`config.mk`:
```
export PLATFORM = sky130hd
export DESIGN_NAME = cr_tlvp2_psr
export DESIGN_NICKNAME = d
export VERILOG_FILES = /design/src/rtl/cr_tlvp2_psr.sv
export SDC_FILE = /design/constraint.sdc
export NUM_CORES = 1
export LEC_CHECK = 0
export BUFFER_PORTS_ARGS = -buffer_cell sky130_fd_sc_hd__buf_2
export CAP_MARGIN = 0
export CORE_MARGIN = 2
export CORE_UTILIZATION = 51
export CTS_CLUSTER_SIZE = 20
export DETAILED_ROUTE_END_ITERATION = 6
export GPL_ROUTABILITY_DRIVEN = 0
export PLACE_DENSITY_LB_ADDON = 0.05
export SLEW_MARGIN = 10
export SYNTH_ARGS = -nofsm -noshare
export SYNTH_HDL_FRONTEND = slang
export SYNTH_SLANG_ARGS = --single-unit
```
`constraint.sdc`:
```
create_clock -name clk -period 2.4 [get_ports clk]
set_input_delay 0.24 -clock clk [delete_from_list [all_inputs] [get_ports clk]]
set_output_delay 0.24 -clock clk [all_outputs]
set_load 0.01 [all_outputs]
```
`src/rtl/cr_tlvp2_psr.sv`:
```
// TLV parser/splitter: steers each TLV of an AXI4-stream frame, whole, to the user or
// passthrough inbound FIFO by type; drains zero-length frames and flags framing errors.
module cr_tlvp2_psr #(
    parameter logic [31:0] USR_TYPE_MASK = 32'h0000_0006
) (
    input  logic        clk,
    input  logic        rst,
    input  logic        ib_tvalid,
    output logic        ib_tready,
    input  logic [63:0] ib_tdata,
    input  logic        ib_tlast,
    output logic        pt_ib_wr,
    output logic [63:0] pt_ib_data,
    output logic        pt_ib_sot,
    output logic        pt_ib_eot,
    output logic [4:0]  pt_ib_typ,
    input  logic        pt_ib_afull,
    output logic        usr_ib_wr,
    output logic [63:0] usr_ib_data,
    output logic        usr_ib_sot,
    output logic        usr_ib_eot,
    output logic [4:0]  usr_ib_typ,
    input  logic        usr_ib_afull,
    output logic        err_zero_len,
    output logic        err_len_mismatch
);

    typedef enum logic [1:0] {S_HDR, S_BODY, S_DRAIN} state_t;

    state_t      r_state;
    logic        r_sel;
    logic [4:0]  r_typ;
    logic [15:0] r_rem;

    logic        w_acc;
    logic [15:0] w_len;
    logic [4:0]  w_type;
    logic        w_hsel;
    logic        w_wr;
    logic        w_wsel;
    logic        w_sot;
    logic        w_eot;
    logic [4:0]  w_wtyp;
    logic        w_zl;
    logic        w_lm;

    assign w_len  = ib_tdata[31:16];
    assign w_type = ib_tdata[4:0];
    assign w_hsel = USR_TYPE_MASK[w_type];
    assign w_acc  = ib_tvalid & ib_tready;

    // In BODY only the owning FIFO can stall us; a header may go either way.
    always_comb begin
        ib_tready = 1'b0;
        case (r_state)
            S_HDR:   ib_tready = ~pt_ib_afull & ~usr_ib_afull;
            S_BODY:  ib_tready = r_sel ? ~usr_ib_afull : ~pt_ib_afull;
            S_DRAIN: ib_tready = 1'b1;
            default: ib_tready = 1'b0;
        endcase
        if (rst) ib_tready = 1'b0;
    end

    always_comb begin
        w_wr   = 1'b0;
        w_wsel = r_sel;
        w_sot  = 1'b0;
        w_eot  = 1'b0;
        w_wtyp = r_typ;
        w_zl   = 1'b0;
        w_lm   = 1'b0;
        if (w_acc) begin
            case (r_state)
                S_HDR: begin
                    if (w_len == 16'd0) begin
                        w_zl = 1'b1;
                    end else begin
                        w_wr   = 1'b1;
                        w_wsel = w_hsel;
                        w_sot  = 1'b1;
                        w_eot  = (w_len == 16'd1) | ib_tlast;
                        w_wtyp = w_type;
                        w_lm   = (w_len > 16'd1) & ib_tlast;
                    end
                end
                S_BODY: begin
                    w_wr  = 1'b1;
                    w_eot = (r_rem == 16'd1) | ib_tlast;
                    w_lm  = (r_rem != 16'd1) & ib_tlast;
                end
                default: ;
            endcase
        end
    end

    always_ff @(posedge clk) begin
        if (rst) begin
            r_state          <= S_HDR;
            r_sel            <= 1'b0;
            r_typ            <= 5'd0;
            r_rem            <= 16'd0;
            pt_ib_wr         <= 1'b0;
            pt_ib_data       <= 64'd0;
            pt_ib_sot        <= 1'b0;
            pt_ib_eot        <= 1'b0;
            pt_ib_typ        <= 5'd0;
            usr_ib_wr        <= 1'b0;
            usr_ib_data      <= 64'd0;
            usr_ib_sot       <= 1'b0;
            usr_ib_eot       <= 1'b0;
            usr_ib_typ       <= 5'd0;
            err_zero_len     <= 1'b0;
            err_len_mismatch <= 1'b0;
        end else begin
            pt_ib_wr         <= w_wr & ~w_wsel;
            usr_ib_wr        <= w_wr & w_wsel;
            err_zero_len     <= w_zl;
            err_len_mismatch <= w_lm;
            // The idle path keeps its last payload so its outputs never toggle.
            if (w_wr & ~w_wsel) begin
                pt_ib_data <= ib_tdata;
                pt_ib_sot  <= w_sot;
                pt_ib_eot  <= w_eot;
                pt_ib_typ  <= w_wtyp;
            end
            if (w_wr & w_wsel) begin
                usr_ib_data <= ib_tdata;
                usr_ib_sot  <= w_sot;
                usr_ib_eot  <= w_eot;
                usr_ib_typ  <= w_wtyp;
            end
            if (w_acc) begin
                case (r_state)
                    S_HDR: begin
                        if (w_len == 16'd0) begin
                            r_state <= ib_tlast ? S_HDR : S_DRAIN;
                        end else begin
                            r_sel <= w_hsel;
                            r_typ <= w_type;
                            if ((w_len > 16'd1) && !ib_tlast) begin
                                r_rem   <= w_len - 16'd1;
                                r_state <= S_BODY;
                            end
                        end
                    end
                    S_BODY: begin
                        r_rem <= r_rem - 16'd1;
                        if ((r_rem == 16'd1) || ib_tlast) r_state <= S_HDR;
                    end
                    S_DRAIN: begin
                        if (ib_tlast) r_state <= S_HDR;
                    end
                    default: r_state <= S_HDR;
                endcase
            end
        end
    end

endmodule

```
**Yosys cells after proc, flatten, opt, wreduce, memory -nomap -nowiden**

Memories as Yosys holds them, arrays and structs flattened.
Index checks and enable logic that the tools add are counted.

- Bits in registers: 170
- ROM bits: 32
- Output and inout port bits: 147
- Word-level logic and storage cells: 84
- Memories kept: 1

- Add/subtract/negate cells: 2
- Order comparisons: 2
- Equal/unequal tests: 10
- Muxes and demuxes: 30
- Bitwise logic cells: 13
- Reduce and logical (&&, ||, !) cells: 10

Memories:

| memory | depth | width | rd ports | clocked after Yosys merged registers in | write ports | RTL line | text |
|---|---|---|---|---|---|---|---|
| (no name shown) | 32 | 1 | 1 | 0 | 0 | 49 | `assign w_hsel = USR_TYPE_MASK[w_type];` |

Operator list:

| kind | number |
|---|---|
| 16-bit by 1-bit == test with 1-bit output (second input constant) | 2 |
| 16-bit two-way mux | 2 |
| 16-bit one-hot mux with 2 select lines | 1 |
| 16-bit by 1-bit subtractor with 16-bit output (second input constant) | 2 |
| 16-bit by 1-bit > comparator with 1-bit output (second input constant) | 1 |
| 16-bit zero test | 1 |
| 16-bit by 1-bit inequality test with 1-bit output (second input constant) | 1 |
| 5-bit two-way mux | 3 |
| 1-bit two-way mux | 14 |
| 2-bit two-way mux | 5 |
| 2-bit inequality test (second input constant) | 4 |
| 4-bit AND reduction | 2 |
| 1-bit AND | 6 |
| 5-bit by 6-bit less-than comparator with 1-bit output (second input constant) | 1 |
| 1-bit one-hot mux with 2 select lines | 3 |
| 2-bit one-hot mux with 3 select lines | 1 |
| 1-bit NOT | 5 |
| 3-bit inequality test (second input constant) | 1 |
| 1-bit one-hot mux with 3 select lines | 1 |
| 3-bit OR reduction | 1 |
| 2-bit by 1-bit == test with 1-bit output (second input constant) | 1 |
| 2-bit == test (second input constant) | 1 |
| 2-bit zero test | 1 |
| 1-bit OR | 2 |
| 5 further kinds | 5 |

**Logic depth before layout (Yosys ltp)**

Gate-level depths: netlist (run 1).

- Word-level depth: 8
- Gate-level depth with buffers: 9
- Mapped depth without buffers: 7

**Worst setup path after synthesis (run 1)**

OpenSTA, ideal clock, no wires.

- Kind: input-to-reg
- From: input ib_tdata[16]
- To: register r_rem[5]
- Arrival: 1.855 ns
- Data required time: 2.284 ns
- Slack: 0.429 ns
- Stages: 7
- Buffers on the path: 1
- Path through: inv_1 ha_1 or2_2 o21a_1 a221o_2 buf_2 o211a_1

- Cells in the longest elaborated chain, start to end: 4
- Elaborated cells on any way between the ends: 10
- Classes of those cells: 1 x add/sub; 1 x order compare; 2 x eq/ne; 3 x mux; 3 x reduce/logical

RTL lines:

| element | RTL line | text |
|---|---|---|
| start: declaration | 10 | `input logic [63:0] ib_tdata,` |
| 16-bit by 1-bit subtractor with 16-bit output / 16-bit by 1-bit > comparator with 1-bit output (equally long branches) | 141, 140 |  |
| 16-bit two-way mux / 1-bit logical AND (equally long branches) | 140 | `if ((w_len > 16'd1) && !ib_tlast) begin` |
| 16-bit two-way mux / 2-bit inequality test (equally long branches) | - |  |
| 16-bit one-hot mux with 2 select lines / 4-bit AND reduction (equally long branches) | - |  |
| end signal: assignment | 141 | `r_rem <= w_len - 16'd1;` |
| end signal: assignment | 147 | `r_rem <= r_rem - 16'd1;` |
| end: declaration | 33 | `logic [15:0] r_rem;` |

Parallel ways exist; a longest one is shown, timed or not. The select of a mux whose other input is x is not followed.
A chain may end at the register's enable or synchronous reset.

**Final worst setup path (run 1)**

- From: register r_state[1]
- To: register r_rem[0]

- Cells in the longest elaborated chain, start to end: 5
- Elaborated cells on any way between the ends: 11
- Classes of those cells: 4 x eq/ne; 3 x mux; 1 x bitwise; 3 x reduce/logical

RTL lines:

| element | RTL line | text |
|---|---|---|
| start: declaration | 30 | `state_t r_state;` |
| start signal: assignment | 136 | `r_state <= ib_tlast ? S_HDR : S_DRAIN;` |
| 2-bit == test, or another cell as far along | 55 | `case (r_state)` |
| 1-bit one-hot mux with 3 select lines | 55 |  |
| 1-bit two-way mux | 61 | `if (rst) ib_tready = 1'b0;` |
| 1-bit AND | 50 | `assign w_acc = ib_tvalid & ib_tready;` |
| 4-bit AND reduction (no source line) | - |  |

Parallel ways exist; a longest one is shown, timed or not.

==> metrics, run 1 <==
Die Ht 125.2 um; worst skew pair latency ~0.43 ns; met3 Usage GRT 7.617%; skew final between 0.01 and 0.015 ns; first-pass detailed-route iteration total 5; DRT antenna net count 0; arrival time worst endpoint between 2 and 3 ns; Post-CTS Setup Bufs 0; DRC 0; CTS tree built; DIE AREA 0.01567 mm2; Reg clk slew, reported paths 0.06 ns; Via density 5.878; min-delay worst type primary input to register; global route hottest layer met2; worst min-delay path startpoint ib_tdata[58]; Fmax achieved between 400 and 500 MHz; Post-Synth XOR/XNOR Area 1.637%; largest buffer count on any clock path 2; Max-slew headroom a little under a third; Syn Std Cell Area 0.007490 mm2; CP startpoint r_state[1]; clock buffer count from CTS 17; Worst Max-Slew Pin Slew slightly above 1 ns; Post-synth ARST share 0%; total number of vias around 7,400; register area share after synthesis 45.44%; Starting Density 51.93%; main combinational cell family by area after synthesis compound AO/OA/AOI/OAI gates; Setup TNS Final 0 ns; largest net degree at the start of global routing 95; final net count 1,144; worst endpoint required time between 2 and 3 ns; Yosys warnings 0; Adder-Cell Fraction of Synth Area less than 1%; vias in the first global route roughly 7,000; fill count around 1,300; final core occ between 60 and 70%; GR Layer Usage met2 a little over two fifths; P_leak 3.799 nW; Tmin final 2.220 ns; Fin. Hold Viols 0; flops & latches, synth between 150 and 200; WL final approximately 23,000 um; H-tree depth 4; syn nets between 900 and 1,000; Critical Path Source Type register; RSZ-0062 raised after global routing no; clock sink count between 150 and 200; WL/cell around 18 um; total global-route track usage between 20% and 30%; Final HPWL DP 15,110 um; Mapped Cells 884; Synth Area in Simple Gates approximately 17%; Max-cap violations 0; Rows 44; Critical Path Sink Type register; post-synthesis compound-gate area fraction between 20 and 30%; Worst Path Max Fanout 15; number of top-level pins between 200 and 250; 1st-iter DRT viols around 720; PwrDens ~650 mW/mm2; CTS Hold Bufs 0; max-slew violations 0; antenna violations before repair 1; Die Span X 125.2 um; Syn Area/Cell between 8 and 9 um2; Peak supply drop between 0.4 and 0.5 mV; fraction of final layout cells sized beyond drive strength 1 roughly 30%; Layout area overhead 24.41%; grt ovf 0; status finished clean; distinct cell type count after synthesis between 60 and 70; Worst Setup Path Type register to register; Post-synth EDFFs 0; root buffer cell clkbuf_16; Final setup violation count 0; Resized cells post-CTS 0; first-pass GRT wire length ~37,000 um; IO Port Bufs between 200 and 250; Final Cycle Share between 90 and 100%; Post-synth top flop dfxtp_1; mux cell area share after synthesis 0.9355%; worst r2r src r_state[1]; global routing usage on met1 39.43%; core area 0.01442 mm2
[kinds of logic (layout without fill, tap and decap cells)]
group           after synthesis  count (layout)
fa+ha+maj                     5               5
xor+xnor                     14              14
flops                       170             170
buf+inv                     100             298
compound gates              352             352
mux                           7               7
other cells                   0               1
simple gates                236             236
[flip-flops by register name, summed over array words and instances (netlist names)]
signal	count
pt_ib_data	64
usr_ib_data	64
r_rem	16
pt_ib_typ	5
r_typ	5
usr_ib_typ	5
r_state	2
err_len_mismatch	1
err_zero_len	1
pt_ib_eot	1
pt_ib_sot	1
pt_ib_wr	1
r_sel	1
usr_ib_eot	1
usr_ib_sot	1
usr_ib_wr	1
[final cells by class]
class / instances / area, um2 / area share (%)
Tap cell: 184 / 230.2 / 2.471
Clock buffer: 22 / 474.2 / 5.089
Antenna cell: 1 / 2.502 / 0.02686
Inverter: 11 / 41.29 / 0.4431
Sequential cell: 170 / 3403 / 36.52
Timing Repair Buffer: 255 / 1476 / 15.85
Multi-Input combinational cell: 614 / 3583 / 38.46
Clock inverter: 10 / 106.4 / 1.141
[layer usage]
metal	part of all wire (%)	vias to the layer above
li1	-	3609
met1	44	3503
met2	45	303
met3	7.9	33
met4	2.3	0
met5	0	-
[cell usage after synthesis (6+ instances only)]
cell / number / share of area (%)
a21oi_1: 153 / 10
a31o_2: 6 / 0.70
buf_2: 13 / 0.87
buf_4: 29 / 2.9
clkbuf_1: 40 / 2.0
dfxtp_1: 170 / 45
inv_1: 9 / 0.45
mux2i_1: 7 / 0.94
nand2_1: 21 / 1.1
nand3_1: 124 / 8.3
nand4_1: 11 / 0.92
nor2_1: 22 / 1.1
nor3_1: 12 / 0.80
nor4_1: 8 / 0.67
o21ai_0: 109 / 7.3
o21ai_1: 33 / 2.2
o31ai_1: 11 / 1.1
xnor2_1: 8 / 0.94
xor2_1: 6 / 0.70
[where the power goes]
part | internal, W | switching, W
Clock | 0.00153 | 0.00117
Combinational | 0.000170 | 0.000287
Sequential | 0.00286 | 0.0000239
[metrics by stage]
step | area (um2) | total power (W) | cells | hold WS, ns | setup slack [ns]
2_1_floorplan | 7490 | 0.003197 | 884 | 0.3514 | 0.4288
3_3_place_gp | 8735 | 0.003399 | 1234 | 0.4457 | 0.2241
3_5_place_dp | 8735 | 0.003401 | 1234 | 0.4554 | 0.1556
4_1_cts | 9315 | 0.006069 | 1266 | 0.06258 | 0.2068
5_1_grt | 9318 | 0.006259 | 1267 | 0.07010 | 0.02301
6_report | 9318 | 0.006046 | 1267 | 0.07973 | 0.1796
[final timing paths]
path | end | slack [ns] | depth (start not counted)
min | pt_ib_data[58] | 0.08 | 3
min reg2reg | pt_ib_eot | 0.46 | 2
max reg2reg | r_rem[0] | 0.18 | 6
max | r_rem[0] | 0.18 | 6
[cells in the final DEF (no fill, tap or decap), types with 7 or more instances in the layout]
cell / instances
mux2i_1: 7
xnor2_1: 8
nand4_1: 11
inv_1: 9
a21oi_1: 153
nand3_1: 124
buf_2: 215
buf_4: 32
dfxtp_1: 170
clkbuf_16: 17
buf_12: 8
o21ai_0: 109
nor3_1: 12
o21ai_1: 33
nor4_1: 8
nor2_1: 20
nand2_1: 21
o31ai_1: 11
[critical path: stages, from the launching register on]
cell and delay, ns:
dfxtp_1 0.40, and2b_1 0.24, a32oi_4 0.46, buf_4 0.25, a221o_2 0.32, nor3_1 0.10
a2111oi_2 0.34
Note: power is estimated with default switching activity, not from simulation.
==> run 2, diff against run 1 <==
--- a/config.mk
+++ b/config.mk
@@ -8,7 +8,7 @@
 export BUFFER_PORTS_ARGS = -buffer_cell sky130_fd_sc_hd__buf_2
 export CAP_MARGIN = 0
 export CORE_MARGIN = 2
-export CORE_UTILIZATION = 51
+export CORE_UTILIZATION = 50
 export CTS_CLUSTER_SIZE = 20
 export DETAILED_ROUTE_END_ITERATION = 6
 export GPL_ROUTABILITY_DRIVEN = 0
==> run 2 against run 1 <==
Against the previous run:
- clock skew shrank 0.0084 ns
- non-clock buffer count down 4
- wire length grew 0.41%
- critical endpoint is now pt_ib_data[54]
- largest cell class unchanged
==> metrics, run 2 (synthesized netlist as in run 1, its figures left out) <==
status finished clean; Via density 5.983; Critical Path Source Type register; root buffer cell clkbuf_16; Peak supply drop about 0.45 mV; final core occ 63.77%; Worst Max-Slew Pin Slew roughly 0.86 ns; worst skew pair latency 0.42 ns; most common cell after layout, fill and taps aside buf_2; Final Power between 0.006 and 0.007 W; total global-route track usage 27.33%; most frequent cells in the layout buf_2, dfxtp_1, a21oi_1; Die Span X around 130 um; largest buffer count on any clock path 2; CP max stage delay 0.41 ns; largest registers pt_ib_data: 64 flops, usr_ib_data: 64 flops, r_rem: 16 flops; H-tree depth 4; worst endpoint required time 2.75 ns; Final HPWL DP around 15,000 um; Final Cycle Share a little over 90%; Fmax achieved roughly 450 MHz; Max-slew headroom approximately 43%; Worst Setup Path Type register to register; Largest delay share family, worst path buffers and inverters; Worst Path Max Fanout 39; Starting Density just over 50%; first-pass GRT wire length 35,410 um; DIE AREA about 0.016 mm2; final hold slack ~0.04 ns; 1st-iter DRT viols 690; grt ovf 0; crit path buf inv count 2; Setup TNS Final 0 ns; skew final ~0.0041 ns; WL final 22,950 um; Layout area overhead 24.21%; Critical Path Sink Type register; Reg clk slew, reported paths about 0.07 ns; CP max stage cell buf_4; number of top-level pins about 220; Die Ht between 100 and 150 um; largest net degree at the start of global routing between 70 and 80; IO Port Bufs 216; RSZ-0062 raised after global routing no; Max-cap violations 0; Post-Place Cells 1,230; vias in the first global route about 6,700; crit-path most repeated cell buf_4; core area roughly 0.015 mm2; min-delay worst type primary input to register; Tmin final 2.237 ns; DRT antenna net count 0; P_leak 3.784 nW; Fin. Hold Viols 0; CP Cell Sequence mux2i_1, a32oi_4, buf_4, nor2_4, buf_4, o21ai_0, a21oi_1; fin cells around 1,300; first-pass detailed-route iteration total 5; antenna violations before repair 0; arrival time worst endpoint 2.59 ns; clock sink count 170; max-slew violations 0; total number of vias 7,551; Final setup violation count 0; PwrDens around 660 mW/mm2; fill count 1,397; CTS Hold Bufs 0; Rows 44; final net count between 1,000 and 1,500; clock buffer count from CTS 17; fraction of final layout cells sized beyond drive strength 1 approximately 29%; Resized cells post-CTS 0; CTS tree built; WL/cell ~18 um; Antenna Cells 0; DRC 0
[run 2: cell count changes in the layout (fill, tap and decap cells not counted)]
| cell | change |
|---|---|
| inv_6 | -2 |
| buf_12 | -1 |
| or2_2 | +1 |
| buf_4 | -3 |
| inv_8 | +1 |
| clkinvlp_4 | +1 |
| bufinv_16 | +1 |
| diode_2 | -1 |
| clkbuf_1 | -2 |
[run 2: cell type report]
class / instances / area [um2] / area share, %
multi-input combinational: 615 / 3590 / 38.59
sequential: 170 / 3403 / 36.58
tap: 184 / 230.2 / 2.475
clock buffer: 20 / 466.7 / 5.017
clock inverter: 11 / 137.6 / 1.479
timing repair buffer: 251 / 1434 / 15.41
inverter: 11 / 41.29 / 0.4438
[run 2: metal layers]
layer / global-route usage [%] / part of all wire [%] / up-vias
met5: 0 / 0 / -
met4: 10.15 / 2.6 / 0
met3: 6.833 / 8.3 / 38
met2: 41.99 / 45 / 313
met1: 37.31 / 44 / 3592
li1: - / - / 3608
[run 2: final timing paths]
path              cells past startpoint         endpoint  slack (ns)             from
setup / recovery                      7   pt_ib_data[54]        0.16            r_sel
hold / removal                        2       r_state[1]        0.04              rst
setup reg to reg                      7   pt_ib_data[54]        0.16            r_sel
hold reg to reg                       2  usr_ib_data[11]        0.46  usr_ib_data[11]
[run 2: stage by stage]
stage / setup WS [ns] / area [um2]
finish: 0.1627 / 9303
global route: 0.01976 / 9303
CTS: 0.08801 / 9296
detailed placement: 0.09413 / 8692
global placement: 0.1161 / 8692
floorplan: 0.4288 / 7490
[run 2: timing repair]
item / in CTS / in global routing
setup endpoints to repair: 0 / 11
setup buffers: 0 / 0
endpoints found under the hold margin: 0 / 0
[run 2: report_power, final]
part | switching (W) | leakage [nW] | total, W | internal [W]
logic | 0.000285 | 2.12 | 0.000456 | 0.000171
clock network | 0.00117 | 0.293 | 0.00280 | 0.00163
registers | 0.0000238 | 1.37 | 0.00289 | 0.00286
